`config.mk`:
```
export PLATFORM = sky130hd
export DESIGN_NAME = bpf_pkt_rd_port
export DESIGN_NICKNAME = d
export VERILOG_FILES = /design/src/rtl/bpf_pkt_pkg.sv /design/src/rtl/bpf_byte_extract.sv /design/src/rtl/bpf_pkt_rd_port.sv
export SDC_FILE = /design/constraint.sdc
export NUM_CORES = 1
export LEC_CHECK = 0
export BUFFER_PORTS_ARGS = -buffer_cell sky130_fd_sc_hd__buf_2
export CAP_MARGIN = 5
export CORE_MARGIN = 5
export CORE_UTILIZATION = 46
export DETAILED_ROUTE_END_ITERATION = 10
export GPL_TIMING_DRIVEN = 1
export PLACE_DENSITY = 0.69
export SLEW_MARGIN = 20
export SYNTH_ARGS = -nofsm -noshare
export SYNTH_HDL_FRONTEND = slang
export SYNTH_SLANG_ARGS = --single-unit
```
`constraint.sdc`:
```
create_clock -name i_clk -period 7.12 [get_ports i_clk]
set_input_delay 0.712 -clock i_clk [delete_from_list [all_inputs] [get_ports i_clk]]
set_output_delay 0.712 -clock i_clk [all_outputs]
set_load 0.02 [all_outputs]
```
`src/rtl/bpf_pkt_pkg.sv`:
```
// Shared definitions for the BPF packet read port: transfer-size codes, FSM states and helpers.
package bpf_pkt_pkg;

    localparam logic [1:0] SZ_W   = 2'b00;
    localparam logic [1:0] SZ_H   = 2'b01;
    localparam logic [1:0] SZ_B   = 2'b10;
    localparam logic [1:0] SZ_ILL = 2'b11;

    // Word 0 is read in the accept cycle itself, so the first busy state is either
    // RD1 (issue word 1 of a span) or WAIT.
    typedef enum logic [2:0] {
        ST_IDLE = 3'd0,
        ST_RD1  = 3'd1,
        ST_WAIT = 3'd2,
        ST_DONE = 3'd3,
        ST_ERR  = 3'd4
    } pkt_rd_state_e;

    function automatic logic [2:0] size_bytes(input logic [1:0] sz);
        logic [2:0] n;
        case (sz)
            SZ_W:    n = 3'd4;
            SZ_H:    n = 3'd2;
            SZ_B:    n = 3'd1;
            default: n = 3'd0;
        endcase
        return n;
    endfunction

endpackage

```
`src/rtl/bpf_byte_extract.sv`:
```
// Picks n bytes starting at a byte offset out of a two-word big-endian window, zero-extended.
module bpf_byte_extract
    import bpf_pkt_pkg::*;
(
    input  logic [63:0] i_window,
    input  logic [1:0]  i_offset,
    input  logic [1:0]  i_sz,
    output logic [31:0] o_value
);

    logic [63:0] w_shifted;

    always_comb begin
        // Left-align the first requested byte at bit 63
        w_shifted = i_window << {i_offset, 3'b000};
        case (i_sz)
            SZ_W:    o_value = w_shifted[63:32];
            SZ_H:    o_value = {16'h0000, w_shifted[63:48]};
            SZ_B:    o_value = {24'h000000, w_shifted[63:56]};
            default: o_value = 32'h0000_0000;
        endcase
    end

endmodule

```
`src/rtl/bpf_pkt_rd_port.sv`:
```
// Packet-memory read responder for the BPF core: bounds check, 1 or 2 BRAM word reads,
// big-endian assembly and a one-cycle mem_ready strobe.
module bpf_pkt_rd_port
    import bpf_pkt_pkg::*;
#(
    parameter int unsigned PACKET_BYTE_ADDR_WIDTH = 12,
    parameter int unsigned PACKET_ADDR_WIDTH      = PACKET_BYTE_ADDR_WIDTH - 2,
    parameter int unsigned BRAM_LATENCY           = 1
) (
    input  logic                              i_clk,
    input  logic                              i_rst_n,
    input  logic                              i_rd_en,
    input  logic [PACKET_BYTE_ADDR_WIDTH-1:0] i_byte_addr,
    input  logic [1:0]                        i_transfer_sz,
    input  logic [31:0]                       i_packet_len,
    output logic [31:0]                       o_rd_data,
    output logic                              o_mem_ready,
    output logic                              o_oob,
    output logic                              o_bram_rd_en,
    output logic [PACKET_ADDR_WIDTH-1:0]      o_bram_addr,
    input  logic [31:0]                       i_bram_rdata
);

    localparam logic [32:0] MEM_BYTES = 33'd1 << PACKET_BYTE_ADDR_WIDTH;
    localparam logic [1:0]  LAT_M1    = 2'(BRAM_LATENCY - 1);
    localparam logic [PACKET_ADDR_WIDTH-1:0] ONE_WORD = {{(PACKET_ADDR_WIDTH-1){1'b0}}, 1'b1};

    pkt_rd_state_e                  r_state;
    logic [1:0]                     r_cnt;
    logic [PACKET_ADDR_WIDTH-1:0]   r_word;
    logic [1:0]                     r_off;
    logic [1:0]                     r_sz;
    logic                           r_span;
    logic [31:0]                    r_w0;
    logic [BRAM_LATENCY-1:0]        r_w0_pipe;
    logic [31:0]                    r_rd_data;
    logic                           r_mem_ready;
    logic                           r_oob;

    logic [2:0]                     w_n;
    logic [32:0]                    w_end;
    logic                           w_accept;
    logic                           w_oob;
    logic                           w_span;
    logic                           w_rd_ok;
    logic [63:0]                    w_window;
    logic [31:0]                    w_value;

    always_comb begin
        w_n      = size_bytes(i_transfer_sz);
        w_end    = 33'(i_byte_addr) + 33'(w_n);
        // Reset also masks the combinational accept so outputs drop to 0 at once
        w_accept = (r_state == ST_IDLE) && i_rd_en && i_rst_n;
        w_oob    = (i_transfer_sz == SZ_ILL) || (w_end > {1'b0, i_packet_len}) ||
                   (w_end > MEM_BYTES);
        w_span   = ({1'b0, i_byte_addr[1:0]} + w_n) > 3'd4;
        w_rd_ok  = w_accept && !w_oob;
    end

    always_comb begin
        o_bram_rd_en = 1'b0;
        o_bram_addr  = '0;
        if (w_rd_ok) begin
            o_bram_rd_en = 1'b1;
            o_bram_addr  = PACKET_ADDR_WIDTH'(i_byte_addr[PACKET_BYTE_ADDR_WIDTH-1:2]);
        end else if (r_state == ST_RD1) begin
            o_bram_rd_en = 1'b1;
            o_bram_addr  = r_word + ONE_WORD;
        end
    end

    // The last word of a request is consumed straight off the BRAM bus in its arrival cycle
    assign w_window = r_span ? {r_w0, i_bram_rdata} : {i_bram_rdata, 32'h0000_0000};

    bpf_byte_extract u_extract (
        .i_window (w_window),
        .i_offset (r_off),
        .i_sz     (r_sz),
        .o_value  (w_value)
    );

    always_ff @(posedge i_clk or negedge i_rst_n) begin
        if (!i_rst_n) begin
            r_state     <= ST_IDLE;
            r_cnt       <= '0;
            r_word      <= '0;
            r_off       <= '0;
            r_sz        <= SZ_W;
            r_span      <= 1'b0;
            r_w0        <= '0;
            r_w0_pipe   <= '0;
            r_rd_data   <= '0;
            r_mem_ready <= 1'b0;
            r_oob       <= 1'b0;
        end else begin
            r_mem_ready  <= 1'b0;
            r_oob        <= 1'b0;
            // Tracks the first word of a span through the BRAM pipeline
            r_w0_pipe[0] <= w_rd_ok && w_span;
            for (int i = 1; i < int'(BRAM_LATENCY); i++) begin
                r_w0_pipe[i] <= r_w0_pipe[i-1];
            end
            if (r_w0_pipe[BRAM_LATENCY-1]) begin
                r_w0 <= i_bram_rdata;
            end

            case (r_state)
                ST_IDLE: begin
                    if (w_accept) begin
                        r_word <= PACKET_ADDR_WIDTH'(i_byte_addr[PACKET_BYTE_ADDR_WIDTH-1:2]);
                        r_off  <= i_byte_addr[1:0];
                        r_sz   <= i_transfer_sz;
                        r_span <= w_span;
                        r_cnt  <= LAT_M1;
                        if (w_oob) begin
                            r_state     <= ST_ERR;
                            r_mem_ready <= 1'b1;
                            r_oob       <= 1'b1;
                            r_rd_data   <= '0;
                        end else begin
                            r_state <= w_span ? ST_RD1 : ST_WAIT;
                        end
                    end
                end
                ST_RD1: begin
                    r_state <= ST_WAIT;
                    r_cnt   <= LAT_M1;
                end
                ST_WAIT: begin
                    if (r_cnt == 2'd0) begin
                        r_state     <= ST_DONE;
                        r_mem_ready <= 1'b1;
                        r_rd_data   <= w_value;
                    end else begin
                        r_cnt <= r_cnt - 2'd1;
                    end
                end
                ST_DONE, ST_ERR: r_state <= ST_IDLE;
                default:         r_state <= ST_IDLE;
            endcase
        end
    end

    assign o_rd_data   = r_rd_data;
    assign o_mem_ready = r_mem_ready;
    assign o_oob       = r_oob;

endmodule

```
==> flow_metrics.py <==
metrics = {
    "outcome": {
        "status": "completed",
    },
    "detailed_routing": {
        "drtIter0Drc": 325,
        "vias": 5244,
        "drc": 0,
        "ant_nets": 0,
        "wl_um": 16630,
        "via_per_inst": 5.657,
        "wl_per_cell_um": 17.93,
        "drtPass1Iterations": 5,
    },
    "logic_synthesis": {
        "synth_area_mm2": 0.006257,
        "yosysUniqueCellTypes": 48,
        "syn-num-nets": 743,
        "netlist_instances": 643,
        "yosys.area.top_type": "dfrtp_1",
        "synth-seq-cells": 87,
        "synth_edf_count": 0,
        "postSynthAreaPerCell_um2": 9.731,
        "synthTopCellsByArea": "dfrtp_1 (35%), mux2_2 (9.7%), mux2i_1 (9.3%)",
        "synth_top_area_share_pct": 34.79,
        "seq_area_frac_synth_pct": 34.79,
        "synth_warnings": 0,
        "synth_ff_type": "dfrtp_1",
        "synth-async-reset-ratio_pct": 100.0,
    },
    "finish": {
        "nets": 846,
        "diodes": 0,
        "register_area_mm2": 0.002180,
        "drive_gt1_share_pct": 31.29,
        "layout.cells.non_filler": 927,
        "fin_util_pct": 55.16,
        "area_growth_syn_to_layout_pct": 17.20,
        "fillers": 1176,
        "final_area_mm2": 0.007333,
        "multiInputGateArea_mm2": 0.003766,
    },
    "floorplan": {
        "ios": 126,
        "die_area_mm2": 0.01604,
        "die_width_um": 126.6,
        "initial_core_util_pct": 47.06,
        "core-area_mm2": 0.01330,
        "die_h_um": 126.6,
        "rows": 42,
    },
    "clock_tree": {
        "clkSinkCount": 87,
        "ctsHoldBuffers": 0,
        "numCtsBuffers": 9,
        "post_cts.repair.setup_buffers": 0,
        "postCtsResizedCells": 0,
        "h-tree-depth": 3,
        "path_clk_slew_ns": 0.06,
        "clockBufferDepth": 2,
        "cts_tree": "built",
        "clock_latency_ns": 0.35,
        "root_buffer": "clkbuf_16",
    },
    "timing": {
        "clock-skew-final_ns": 0.009223,
        "slew_headroom_pct": 37.85,
        "tightest_slew_ns": 0.9296,
        "hold_violations": 0,
        "setup_viol": 0,
        "period_share_pct": 79.03,
        "fin_setup_tns_ns": 0,
        "rsz0062_at_grt": "no",
        "layout_min_cycle_time_ns": 5.627,
        "final-max-slew-violation-count": 0,
        "timing.fmax_mhz": 177.7,
    },
    "placement": {
        "placed_cells": 911,
        "portBuffers": 125,
        "place_area_mm2": 0.006978,
        "dp_hpwl_um": 12630,
        "gp_congestion": 0.8610,
    },
    "global_route": {
        "grtUsageTotal_pct": 20.53,
        "grt_pass1_wl_um": 26770,
        "antenna_found_initial": 0,
        "grt_remaining_overflow": 0,
        "grt_max_degree": 51,
        "grt_pass1_vias": 5336,
    },
    "critical_path": {
        "path_class": "input pin to output pin",
        "critPathLaunchType": "input pin",
        "critPathMaxFanout": 11,
        "worstPathRequired_ns": 6.41,
        "crit_arrival_ns": 4.92,
        "endpoint_kind": "output pin",
        "ff2ff_path_depth": 8,
    },
    "power": {
        "leakage_nw": 3.417,
        "switchingPower_w": 0.001333,
        "cellPowerDensity_mw_per_mm2": 428.2,
        "p_clk_share_pct": 17.7,
        "power_frac_seq_pct": 28.8,
        "p_sw_share_pct": 42.45,
        "combPwrFrac_pct": 53.5,
        "p_total_w": 0.003140,
        "irDropWorstVdd_mv": 0.1850,
        "internal_power_w": 0.001807,
    },
    "flow_run": {
        "drv_cap": 0,
    },
    "worst_hold_path": {
        "hold_class": "input pin to asynchronous set/reset pin",
    },
}
## final timing paths
check                            startpoint        endpoint  slack, ns
setup / recovery           i_transfer_sz[0]  o_bram_addr[5]       1.49
hold / removal                      i_rst_n    o_rd_data[6]       0.36
setup reg to reg                   r_off[0]    o_rd_data[7]       4.42
hold reg to reg                    r_cnt[0]        r_cnt[0]       0.49
max in group asynchronous           i_rst_n        r_off[0]       5.72
min in group i_clk                 r_cnt[0]        r_cnt[0]       0.49
## layout make-up
class / instances / area share [%]
multi-input cells: 480 / 51.36
flip-flops and latches: 87 / 29.72
repair buffers: 131 / 9.179
clock buffers: 10 / 3.259
well taps: 176 / 3.003
inverters: 37 / 1.894
clock inverters: 6 / 1.587
## cells in the mapped netlist, drive strengths merged, types with 11 or more instances
cell / count
a22oi: 11
a211oi: 15
ha: 18
mux2: 75
a21oi: 22
buf: 19
clkbuf: 20
nand3: 17
o21ai: 31
inv: 37
xnor2: 13
nor2b: 17
nand2: 50
dfrtp: 87
mux2i: 58
nor2: 54
o22ai: 14
## metal layers
metal	track usage, %	routed length, µm
met2	36.02	8339
met3	4.245	929
met4	6.688	337
met1	25.19	7018
met5	0	0
## per-stage QoR
| stage | setup WS, ns | hold WS (ns) |
|---|---|---|
| CTS | 1.506 | 0.3827 |
| global route | 1.121 | 0.4188 |
| detailed placement | 1.525 | 0.4842 |
| global placement | 1.714 | 0.4602 |
| finish | 1.493 | 0.3612 |
| floorplan | 2.157 | 0.4164 |
## cell families (layout without fill, tap and decap cells)
family	after synthesis	count (layout)	share of synthesized area, %
adder cells (fa/ha/maj)	19	19	3.919
flip-flops	87	87	34.79
buffers and inverters	76	184	5.019
AO/OA/AOI/OAI	128	128	13.72
XOR/XNOR	18	18	2.519
multiplexers	141	141	26.91
AND/OR/NAND/NOR	174	174	13.12
## power groups by stage
stage                     clock network (W)  registers [W]  logic (W)
after floorplan                           0       0.000930    0.00122
after global placement                    0       0.000893    0.00164
after detailed placement                  0       0.000907    0.00168
after CTS                          0.000560       0.000903    0.00168
after global routing               0.000581       0.000935    0.00183
final                              0.000555       0.000906    0.00168
## cell usage in the layout, fill, tap and decap left out, types with 4 or more instances in the layout
| cell | count |
|---|---|
| a211oi_1 | 15 |
| a21oi_1 | 22 |
| a22o_1 | 8 |
| a22oi_1 | 11 |
| a32oi_1 | 5 |
| and3_1 | 4 |
| buf_2 | 124 |
| buf_4 | 7 |
| clkbuf_16 | 9 |
| dfrtp_1 | 85 |
| ha_1 | 18 |
| inv_1 | 37 |
| mux2_2 | 54 |
| mux2_4 | 21 |
| mux2i_1 | 58 |
| mux4_2 | 8 |
| nand2_1 | 50 |
| nand2b_1 | 8 |
| nand3_1 | 16 |
| nand4_1 | 4 |
| nor2_1 | 54 |
| nor2b_1 | 17 |
| nor3_1 | 6 |
| nor4_1 | 5 |
| o21ai_0 | 31 |
| o21bai_1 | 5 |
| o22ai_1 | 14 |
| xnor2_1 | 13 |
| xor2_1 | 5 |
## registers in the layout (all words and copies together) (netlist names), 2 cells and up
| register | flops |
|---|---|
| o_rd_data | 32 |
| r_sz | 2 |
| r_off | 2 |
| r_state | 3 |
| r_word | 10 |
| r_cnt | 2 |
| r_w0 | 32 |
## worst max-delay path, stage by stage
cell and delay (ns):
buf_2 0.13, nor2b_1 0.11, ha_1 0.17, inv_1 0.05, fa_1 0.43, nand2b_1 0.24, a2111o_1 0.47, nor3_1 0.47
ha_1 0.35, nand3_1 0.10, nor4_1 0.07, a21boi_0 0.13, o31a_1 0.30, nor2_1 0.29, nand3_1 0.39, o22ai_1 0.30
buf_2 0.20
Note: power is estimated with default switching activity, not from simulation.
